## src/rtl/vector_rr_packer.sv

```systemverilog
// Round-robin arbiter over three nibble requesters, packing granted nibbles
// in grant order into a 3-slot word presented on a valid/ready interface.
module vector_rr_packer #(
  parameter int NIB_W = 4
) (
  input  logic               clk,
  input  logic               rst,
  input  logic               req_0,
  input  logic               req_1,
  input  logic               req_2,
  input  logic [NIB_W-1:0]   nib_0,
  input  logic [NIB_W-1:0]   nib_1,
  input  logic [NIB_W-1:0]   nib_2,
  output logic               gnt_0,
  output logic               gnt_1,
  output logic               gnt_2,
  input  logic               flush,
  output logic               word_valid,
  input  logic               word_ready,
  output logic [3*NIB_W-1:0] word_data,
  output logic [5:0]         word_src,
  output logic [1:0]         word_len
);
  typedef enum logic {FILL, FULL} state_t;

  state_t             r_state, w_state_n;
  logic [1:0]         r_cnt, w_cnt_n, r_ptr, w_ptr_n, r_len, w_len_n;
  logic [3*NIB_W-1:0] r_data, w_data_n;
  logic [5:0]         r_src, w_src_n;
  logic [2:0]         w_req, w_gnt;
  logic [1:0]         w_gid;
  logic [NIB_W-1:0]   w_nib;
  logic               w_gen, w_xfer;

  assign w_req = {req_2, req_1, req_0};
  // FULL with word_ready lets a nibble pass straight into slot 0 of the next word
  assign w_gen = !rst && (((r_state == FILL) && !flush) ||
                          ((r_state == FULL) && word_ready));

  always_comb begin : arb
    logic       found;
    logic [2:0] s;
    logic [1:0] idx;
    w_gnt = '0;
    w_gid = '0;
    found = 1'b0;
    for (int k = 0; k < 3; k++) begin
      s   = {1'b0, r_ptr} + 3'(k);
      idx = (s >= 3'd3) ? 2'(s - 3'd3) : 2'(s);
      if (w_gen && !found && w_req[idx]) begin
        found      = 1'b1;
        w_gnt[idx] = 1'b1;
        w_gid      = idx;
      end
    end
  end

  assign {gnt_2, gnt_1, gnt_0} = w_gnt;
  assign w_xfer = |w_gnt;
  assign w_nib  = (w_gid == 2'd2) ? nib_2 : (w_gid == 2'd1) ? nib_1 : nib_0;

  always_comb begin
    w_state_n = r_state;
    w_cnt_n   = r_cnt;
    w_len_n   = r_len;
    w_data_n  = r_data;
    w_src_n   = r_src;
    w_ptr_n   = w_xfer ? ((w_gid == 2'd2) ? 2'd0 : w_gid + 2'd1) : r_ptr;
    case (r_state)
      FILL: begin
        if (flush) begin
          if (r_cnt != 2'd0) begin
            w_state_n = FULL;
            w_len_n   = r_cnt;
            w_cnt_n   = 2'd0;
          end
        end else if (w_xfer) begin
          w_data_n[r_cnt*NIB_W +: NIB_W] = w_nib;
          w_src_n[r_cnt*2 +: 2]          = w_gid;
          if (r_cnt == 2'd2) begin
            w_state_n = FULL;
            w_len_n   = 2'd3;
            w_cnt_n   = 2'd0;
          end else begin
            w_cnt_n = r_cnt + 2'd1;
          end
        end
      end
      FULL: begin
        if (word_ready) begin
          w_state_n = FILL;
          w_len_n   = 2'd0;
          w_data_n  = '0;
          w_src_n   = '0;
          w_cnt_n   = 2'd0;
          if (w_xfer) begin
            w_data_n[NIB_W-1:0] = w_nib;
            w_src_n[1:0]        = w_gid;
            w_cnt_n             = 2'd1;
          end
        end
      end
      default: w_state_n = FILL;
    endcase
  end

  always_ff @(posedge clk or posedge rst) begin
    if (rst) begin
      r_state <= FILL;
      r_cnt   <= '0;
      r_ptr   <= '0;
      r_len   <= '0;
      r_data  <= '0;
      r_src   <= '0;
    end else begin
      r_state <= w_state_n;
      r_cnt   <= w_cnt_n;
      r_ptr   <= w_ptr_n;
      r_len   <= w_len_n;
      r_data  <= w_data_n;
      r_src   <= w_src_n;
    end
  end

  // Slots hold partial data while filling; mask it until the word is offered
  assign word_valid = (r_state == FULL);
  assign word_data  = word_valid ? r_data : '0;
  assign word_src   = word_valid ? r_src  : '0;
  assign word_len   = word_valid ? r_len  : '0;
endmodule

```

## config.mk

```make
export PLATFORM = sky130hd
export DESIGN_NAME = vector_rr_packer
export DESIGN_NICKNAME = d
export VERILOG_FILES = /design/src/rtl/vector_rr_packer.sv
export SDC_FILE = /design/constraint.sdc
export NUM_CORES = 1
export LEC_CHECK = 0
export ABC_CLOCK_PERIOD_IN_PS = 6100
export CAP_MARGIN = 20
export CORE_ASPECT_RATIO = 0.9
export CORE_MARGIN = 3
export CORE_UTILIZATION = 65
export CTS_BUF_LIST = sky130_fd_sc_hd__clkbuf_16
export CTS_CLUSTER_DIAMETER = 150
export DETAILED_ROUTE_END_ITERATION = 10
export DONT_BUFFER_PORTS = 1
export PLACE_DENSITY = 0.85
export SYNTH_ARGS = -nofsm -noshare
export SYNTH_HDL_FRONTEND = slang
export SYNTH_SLANG_ARGS = --single-unit
```

## constraint.sdc

```tcl
create_clock -name clk -period 6.1 [get_ports clk]
set_input_delay 1.22 -clock clk [delete_from_list [all_inputs] [get_ports clk]]
set_output_delay 1.22 -clock clk [all_outputs]
set_load 0.1 [all_outputs]
```

==> impl_metrics.json, run 1 <==
{
  "rsz0062_at_grt": "false",
  "dpl.hpwl_um": 3230,
  "ys_async_sr_fraction_pct": 100,
  "avgSynthCellArea_um2": 9.50,
  "startpoint_type": "input pin",
  "initial_core_util_pct": 71.9,
  "cts.htree.levels": 1,
  "ys_seq_elements": 25,
  "die_width_um": 62.3,
  "finalSetupViolCount": 0,
  "ir_drop_uv": 274,
  "yosys-top-cells-count": "25 x dfrtp_1, 22 x and2_1, 15 x nand3_1",
  "grt_util_all_layers_pct": 24.5,
  "clk_latency_ns": 0.26,
  "path_clk_slew_ns": 0.06,
  "cts_tree": "done",
  "drive_above_1_share_pct": 11.6,
  "p_leak_uw": 0.000845,
  "synthCells": 195,
  "maxSlewViolCount": 0,
  "fp.dieArea_um2": 3530,
  "status": "completed",
  "cp_data_required_time_ns": 4.88,
  "grt_pass1_vias": 1516,
  "grt_max_degree": 26,
  "syn_area_um2": 1850,
  "timing.hold.ws_ns": 0.486,
  "finalHoldViolations": 0,
  "fmax_mhz": 239,
  "hp-class": "reg2reg",
  "worst_pin_slew_ns": 0.987,
  "crit_type": "in2out",
  "post-cts-setup-buffers": 0,
  "ys_seq_area_share_pct": 33.8,
  "p_total_uw": 955,
  "drt_drc_violations_left": 0,
  "clock-sinks": 25,
  "grt_pass1_wl_um": 7030,
  "crit_path_max_fanout": 16,
  "core-area_um2": 2570,
  "worst_setup_path_end_kind": "output port",
  "fin_skew_ns": 0.00369,
  "diodes": 0,
  "areaGrowthSynthToFinish_pct": 4.46,
  "synth_top_area_share_pct": 33.8,
  "yosysMostFrequentCell": "dfrtp_1",
  "synthFlopType": "dfrtp_1",
  "drt-vias-per-instance": 6.93,
  "relSlewSlack_pct": 34.7,
  "cp_data_arrival_time_ns": 2.96,
  "routed_wl_um": 4270,
  "layout_min_cycle_time_ns": 4.18,
  "synth.distinct_cells": 50,
  "overflow": 0,
  "via_count": 1579,
  "clockRootBuffer": "clkbuf_16",
  "synth_largest_area_cell": "dfrtp_1",
  "first_iter_violations": 127,
  "tns_ns": 0,
  "die_h_um": 56.6,
  "drv_cap": 0,
  "cts_hold_buf": 0,
  "n_fill_cell": 192,
  "ant_nets": 0,
  "drt-wirelength-per-cell_um": 18.7,
  "syn-num-nets": 223,
  "yosysWarnings": 0,
  "final_util_pct": 75.2,
  "io_pins": 43,
  "dr.pass1.iters": 4,
  "grt_antenna_before_repair": 0,
  "finalCritPeriodShare_pct": 68.5,
  "gp_congestion": 0.849,
  "nNetsFinal": 219,
  "clockBufferDepth": 2,
  "synth_edf_count": 0,
  "p_per_area_nw_per_um2": 494,
  "io_buffers": 0,
  "fp-row-count": 17,
  "cts.repair.resized": 0,
  "synthTopCellsByArea": "dfrtp_1 34%, and2_1 7.4%, ha_1 6.1%, o31ai_1 4.9%, nand3_1 4.1%",
  "cts-buffers-inserted": 3
}
==> path summary, 6_finish.rpt <==
| check | startpoint | end | slack [ns] | cells past startpoint |
|---|---|---|---|---|
| hold reg to reg | r_data[2] | r_data[2] | 0.49 | 1 |
| hold / removal | r_data[2] | r_data[2] | 0.49 | 1 |
| setup reg to reg | word_valid | r_data[3] | 2.69 | 7 |
| max in group asynchronous | rst | r_data[0] | 4.49 | 1 |
| setup / recovery | word_ready | gnt_2 | 1.92 | 4 |
| min in group asynchronous | rst | r_len[0] | 1.05 | 1 |
==> metal layers <==
layer | GRT usage (%) | wire [um] | up-vias
met5 | 0 | 0 | -
met4 | 4.40 | 23 | 0
met3 | 5.60 | 295 | 6
met2 | 41.7 | 2120 | 71
met1 | 32.4 | 1830 | 781
li1 | - | - | 721
==> per-stage QoR <==
| step | cells | worst slack (ns) | instance area, um2 |
|---|---|---|---|
| final | 228 | 1.92 | 1930 |
| after CTS | 228 | 1.93 | 1930 |
| after global placement | 224 | 2.07 | 1850 |
| after floorplan | 195 | 2.11 | 1850 |
| after detailed placement | 224 | 1.95 | 1850 |
| after global routing | 228 | 1.85 | 1930 |
==> critical path, cell delays in order <==
cell,delay (ns)
nand2_1,0.31
a21oi_2,0.40
o21ai_0,0.27
a31oi_4,0.75
==> cell type report <==
class	instances	area (um2)	area share (%)
multi-input combinational	151	1140	58.7
sequential	25	626	32.3
clock buffer	3	75.1	3.88
tap	38	47.5	2.46
inverter	8	30.0	1.55
timing repair buffer	2	15.0	0.776
clock inverter	1	5.00	0.259
==> registers in the layout (all words and copies together) (netlist names) <==
name	cells
r_src	6
r_ptr	2
word_valid	1
r_cnt	2
r_len	2
r_data	12
==> power by group <==
group | leakage, uW | internal (uW) | switching, uW
Clock | 0.0000409 | 88.2 | 55.7
Combinational | 0.000465 | 164 | 411
Sequential | 0.000338 | 202 | 34.2
==> kinds of logic (layout without fill, tap and decap cells) <==
family          after synthesis  after routing  share of synthesized area [%]
simple gates                 76             76                           23.7
compound gates               54             54                           24.5
flops                        25             25                           33.8
buf+inv                      19             14                           4.86
mux                          12             12                           7.03
fa+ha+maj                     9              9                           6.08
==> placed cells by master (no fill, tap or decap), drive strengths merged, types with 3 or more instances in the layout <==
cell type | netlist | final
nor3 | 3 | 3
o211ai | 3 | 3
o21ai | 11 | 11
a31oi | 3 | 3
nand4 | 4 | 4
a21oi | 5 | 5
ha | 9 | 9
inv | 8 | 8
nand3 | 15 | 15
nand2b | 5 | 5
clkbuf | 6 | 3
nor2 | 3 | 3
a2bb2o | 6 | 6
and2 | 23 | 23
nand2 | 11 | 11
mux2 | 5 | 5
o31ai | 12 | 12
dfrtp | 25 | 25
mux2i | 7 | 7
(Power assumes the default switching activity.)
==> run 2: changes to the inputs <==
- ABC_CLOCK_PERIOD_IN_PS: 6100 -> 4000
- CORE_UTILIZATION: 65 -> 63
- PLACE_DENSITY: 0.85 -> 0.83
- clock period: 6.1 -> 4 ns (I/O delays scaled with it)
==> impl_metrics.json, run 2 (synthesized netlist as in run 1, its figures left out) <==
{
  "status": "completed",
  "finalHoldViolations": 0,
  "crit_path_max_fanout": 10,
  "fp-row-count": 18,
  "drt_drc_violations_left": 0,
  "cts.repair.resized": 0,
  "worst_pin_slew_ns": 0.958,
  "path_clk_slew_ns": 0.07,
  "io_pins": 43,
  "gp_congestion": 0.817,
  "overflow": 0,
  "clkPwrFrac_pct": 15.4,
  "drt-wirelength-per-cell_um": 18.5,
  "die_width_um": 63.2,
  "post-cts-setup-buffers": 0,
  "final_cell_mix": "25 x dfrtp_1, 23 x buf_4, 22 x and2_1, 15 x nand3_1, 12 x o31ai_1",
  "ir_drop_uv": 527,
  "dr.pass1.iters": 4,
  "clockRootBuffer": "clkbuf_16",
  "cp_data_arrival_time_ns": 3.43,
  "clk_latency_ns": 0.26,
  "timing.hold.ws_ns": 0.484,
  "tns_ns": 0,
  "rsz0062_at_grt": "false",
  "areaGrowthSynthToFinish_pct": 14.3,
  "largest_reg_flops": 12,
  "core-area_um2": 2770,
  "drt-vias-per-instance": 6.40,
  "cts.htree.levels": 1,
  "cts_tree": "done",
  "n_fill_cell": 201,
  "startpoint_type": "register",
  "power_frac_comb_pct": 60.7,
  "cp_data_required_time_ns": 4.15,
  "initial_core_util_pct": 66.8,
  "grt_util_all_layers_pct": 27.0,
  "fin_skew_ns": 0.00305,
  "via_count": 1614,
  "final_common_cell": "dfrtp_1",
  "finalSetupViolCount": 0,
  "fmax_mhz": 305,
  "grt_max_degree": 26,
  "relSlewSlack_pct": 36.1,
  "grt_antenna_before_repair": 0,
  "clockBufferDepth": 2,
  "die_h_um": 57.4,
  "first_iter_violations": 141,
  "drv_cap": 0,
  "ant_nets": 0,
  "crit_type": "reg2reg",
  "p_int_uw": 729,
  "grt_pass1_wl_um": 7730,
  "nNetsFinal": 241,
  "worst_setup_path_end_kind": "register",
  "sw_frac_of_total_pct": 51.9,
  "finalCritPeriodShare_pct": 81.9,
  "hp-class": "reg2reg",
  "regMostFlops": "r_data",
  "grt_pass1_vias": 1605,
  "routed_wl_um": 4670,
  "p_leak_uw": 0.000962,
  "clock-sinks": 25,
  "layout_min_cycle_time_ns": 3.28,
  "dpl.hpwl_um": 3380,
  "cts-buffers-inserted": 3,
  "maxSlewViolCount": 0,
  "switchingPower_uw": 787,
  "reg.largest.list": "r_data (12), r_src (6)",
  "io_buffers": 0,
  "p_per_area_nw_per_um2": 716,
  "cts_hold_buf": 0,
  "drive_above_1_share_pct": 20.8,
  "diodes": 0,
  "fp.dieArea_um2": 3630,
  "p_seq_share_pct": 23.9
}
-- run 2: cell types whose count changed in the layout (fill, tap and decap cells not counted), sizes merged --
| cell | before | now |
|---|---|---|
| buf | 2 | 24 |
| clkinv | 1 | 0 |
| clkinvlp | 0 | 1 |
-- run 2: final timing paths --
path | from | slack, ns | cells after the start | endpoint
min in group asynchronous | rst | 0.64 | 1 | r_len[1]
worst min-delay path | r_data[1] | 0.48 | 1 | r_data[1]
worst max-delay path | r_ptr[1] | 0.72 | 9 | word_valid
worst max register to register | r_ptr[1] | 0.72 | 9 | word_valid
worst min register to register | r_data[1] | 0.48 | 1 | r_data[1]
max in group asynchronous | rst | 2.78 | 1 | r_data[3]
-- run 2: final cells by class --
type / instances / area (um2) / area share [%]
tap: 40 / 50.0 / 2.36
inverter: 8 / 30.0 / 1.42
clock inverter: 1 / 7.51 / 0.355
sequential: 25 / 626 / 29.6
clock buffer: 3 / 75.1 / 3.55
multi-input combinational: 151 / 1140 / 53.7
timing repair buffer: 24 / 193 / 9.10
-- run 2: power by group through the flow --
stage,Sequential (uW),Combinational [uW],Clock (uW)
global route,368,992,242
detailed placement,362,907,0
floorplan,377,744,0
global placement,357,865,0
finish,362,921,233
CTS,360,913,229
-- run 2: critical path, stage by stage, from the launching register on --
cell	delay (ns)
dfrtp_1	0.40
inv_1	0.12
ha_1	0.38
mux2i_1	0.29
mux2_4	0.22
a21bo_2	0.22
o221a_2	0.47
or3_1	0.54
and3_1	0.24
o31a_1	0.28
-- run 2: metrics by stage --
stage	utilization (%)	setup slack [ns]	power [uW]	instances	instance area, um2
detailed placement	73.4	0.764	1270	248	2030
global placement	73.4	0.924	1220	248	2030
global route	76.4	0.548	1600	252	2120
CTS	76.4	0.749	1500	252	2120
finish	76.4	0.723	1520	252	2120
floorplan	-	0.621	1120	195	1850
-- run 2: metal layers --
| metal | GRT usage, % | vias to the layer above | wire [um] |
|---|---|---|---|
| li1 | - | 756 | - |
| met1 | 34.4 | 794 | 1900 |
| met2 | 45.9 | 55 | 2400 |
| met3 | 5.12 | 9 | 293 |
| met4 | 10.1 | 0 | 76 |
| met5 | 0 | - | 0 |
==> run 3: changes to the inputs <==
- ABC_AREA: unset -> 1
- ABC_CLOCK_PERIOD_IN_PS: 4000 -> 2900
- CORE_UTILIZATION: 63 -> 57
- PLACE_DENSITY: 0.83 -> 0.79
- clock period: 4 -> 2.9 ns (I/O delays scaled with it)
==> impl_metrics.json, run 3 <==
{
  "fmax_mhz": 366,
  "finalHoldViolations": 0,
  "worst_pin_slew_ns": 0.338,
  "dpl.hpwl_um": 3310,
  "clockRootBuffer": "clkbuf_16",
  "syn_area_um2": 1940,
  "drt-wirelength-per-cell_um": 11.8,
  "cts-buffers-inserted": 3,
  "crit_type": "reg2out",
  "critPathSlowestCell": "ha_2",
  "drt_drc_violations_left": 0,
  "nNetsFinal": 353,
  "syn-num-nets": 326,
  "io_buffers": 0,
  "drt-vias-per-instance": 5.13,
  "ys_seq_elements": 25,
  "ys_seq_area_share_pct": 32.2,
  "p_per_area_nw_per_um2": 1120,
  "final_common_cell": "nand2_1",
  "routed_wl_um": 4330,
  "final_cells": 366,
  "drv_cap": 0,
  "synth_largest_area_cell": "dfrtp_1",
  "clk_latency_ns": 0.26,
  "path_clk_slew_ns": 0.06,
  "core-area_um2": 3160,
  "clock-sinks": 25,
  "layout_min_cycle_time_ns": 2.73,
  "die_width_um": 67.6,
  "yosysMostFrequentCell": "nand2_1",
  "overflow": 0,
  "crit_buf_inv": 5,
  "final_util_pct": 72.7,
  "fin_skew_ns": 0.00380,
  "n_fill_cell": 262,
  "cp_data_required_time_ns": 2.32,
  "clockBufferDepth": 2,
  "cp_data_arrival_time_ns": 2.15,
  "io_pins": 43,
  "via_count": 1878,
  "startpoint": "r_ptr[0]",
  "p_total_uw": 2580,
  "yosys-top-cells-count": "95 x nand2_1, 51 x inv_1, 40 x nand3_1",
  "largest_reg_flops": 12,
  "cpMostUsedCell": "inv_1",
  "finalSetupViolCount": 0,
  "tns_ns": 0,
  "synth_top_area_share_pct": 32.2,
  "hp-class": "in2async",
  "grt_pass1_wl_um": 7290,
  "areaGrowthSynthToFinish_pct": 18.1,
  "regMostFlops": "r_data",
  "crit_family": "simple AND/OR/NAND/NOR gates",
  "fp.dieArea_um2": 4150,
  "drive_above_1_share_pct": 19.8,
  "crit_path_max_fanout": 6,
  "synth_edf_count": 0,
  "reg2reg_from": "r_ptr[0]",
  "critPathMaxStageDelay_ns": 0.39,
  "initial_core_util_pct": 61.5,
  "grt_antenna_before_repair": 0,
  "cts.htree.levels": 1,
  "diodes": 0,
  "grt_util_all_layers_pct": 22.8,
  "final_cell_mix": "95 x nand2_1, 50 x inv_1, 40 x nand3_1, 24 x buf_4, 24 x dfrtp_1",
  "finalCritPeriodShare_pct": 94.1,
  "cts_tree": "done",
  "synthTopCellsByArea": "dfrtp_1 32%, nand2_1 18%, nand3_1 10%, inv_1 9.8%, ha_1 5.8%",
  "gp_congestion": 0.940,
  "avgSynthCellArea_um2": 6.52,
  "yosysWarnings": 0,
  "synth.distinct_cells": 22,
  "numPlacedInstances": 362,
  "dr.pass1.iters": 7,
  "p_leak_uw": 0.00139,
  "synthFlopType": "dfrtp_1",
  "path_cells": "inv_1 > ha_2 > inv_2 > nand2_1 > nand3_1 > nand2_2 > nor2_2 > nand3_2 > inv_1 > nor2_4 > clkinvlp_4 > buf_12",
  "worst_setup_path_end_kind": "output port",
  "grt_max_degree": 29,
  "startpoint_type": "register",
  "maxSlewViolCount": 0,
  "cts_hold_buf": 0,
  "first_iter_violations": 102,
  "ir_drop_uv": 730,
  "die_h_um": 61.4,
  "ant_nets": 0,
  "fp-row-count": 19,
  "synthCells": 298,
  "ys_async_sr_fraction_pct": 100,
  "status": "completed",
  "rsz0062_at_grt": "false",
  "grt_pass1_vias": 1695,
  "reg.largest.list": "r_data (12), r_src (6)",
  "relSlewSlack_pct": 77.5
}
-- run 3: power by group --
group / internal [uW] / switching [uW]
sequential: 438 / 59.2
combinational: 494 / 1280
clock: 187 / 121
total: 1120 / 1460
-- run 3: what timing repair did --
action,CTS,global route
buffers inserted,0,0
endpoints found under the setup margin,0,2
resized for setup,0,2
-- run 3: logic make-up (layout without fill, tap and decap cells) --
| kind of cell | count (synthesis) | after routing | synth area share, % |
|---|---|---|---|
| AOI/OAI and AO/OA | 17 | 17 | 4.70 |
| adders and majority gates | 9 | 9 | 5.79 |
| buffers and inverters | 62 | 88 | 12.0 |
| DFF | 25 | 25 | 32.2 |
| and+or+nand+nor | 185 | 185 | 45.4 |
-- run 3: cell type report --
class	count	area [um2]	share of cell area (%)
Clock buffer	3	75.1	3.27
Inverter	58	221	9.64
Sequential cell	25	627	27.3
Tap cell	42	52.6	2.29
Timing Repair Buffer	26	220	9.59
Clock inverter	1	7.51	0.327
Multi-Input combinational cell	211	1090	47.6
-- run 3: path summary, 6_finish.rpt --
| kind | slack (ns) | depth (start not counted) | endpoint |
|---|---|---|---|
| max reg2reg | 0.52 | 16 | r_data[7] |
| max in group asynchronous | 2.36 | 2 | word_valid |
| min reg2reg | 0.47 | 2 | r_len[0] |
| min in group clk | 0.47 | 2 | r_len[0] |
| min | 0.28 | 2 | r_cnt[0] |
| max | 0.17 | 12 | gnt_2 |
-- run 3: through the flow --
stage | setup slack [ns] | area [um2] | hold WS, ns
finish | 0.171 | 2300 | 0.281
global route | 0.0232 | 2300 | 0.298
CTS | 0.0348 | 2290 | 0.290
detailed placement | 0.317 | 2210 | 0.460
global placement | 0.404 | 2210 | 0.456
floorplan | 0.115 | 1950 | 0.442
-- run 3: metal layers --
| metal | wire [um] | part of all wire [%] | GRT usage (%) | vias to the layer above |
|---|---|---|---|---|
| li1 | - | - | - | 971 |
| met1 | 1960 | 45 | 29.3 | 860 |
| met2 | 2050 | 47 | 39.4 | 43 |
| met3 | 292 | 6.7 | 5.29 | 4 |
| met4 | 26 | 0.60 | 5.20 | 0 |
| met5 | 0 | 0 | 0 | - |
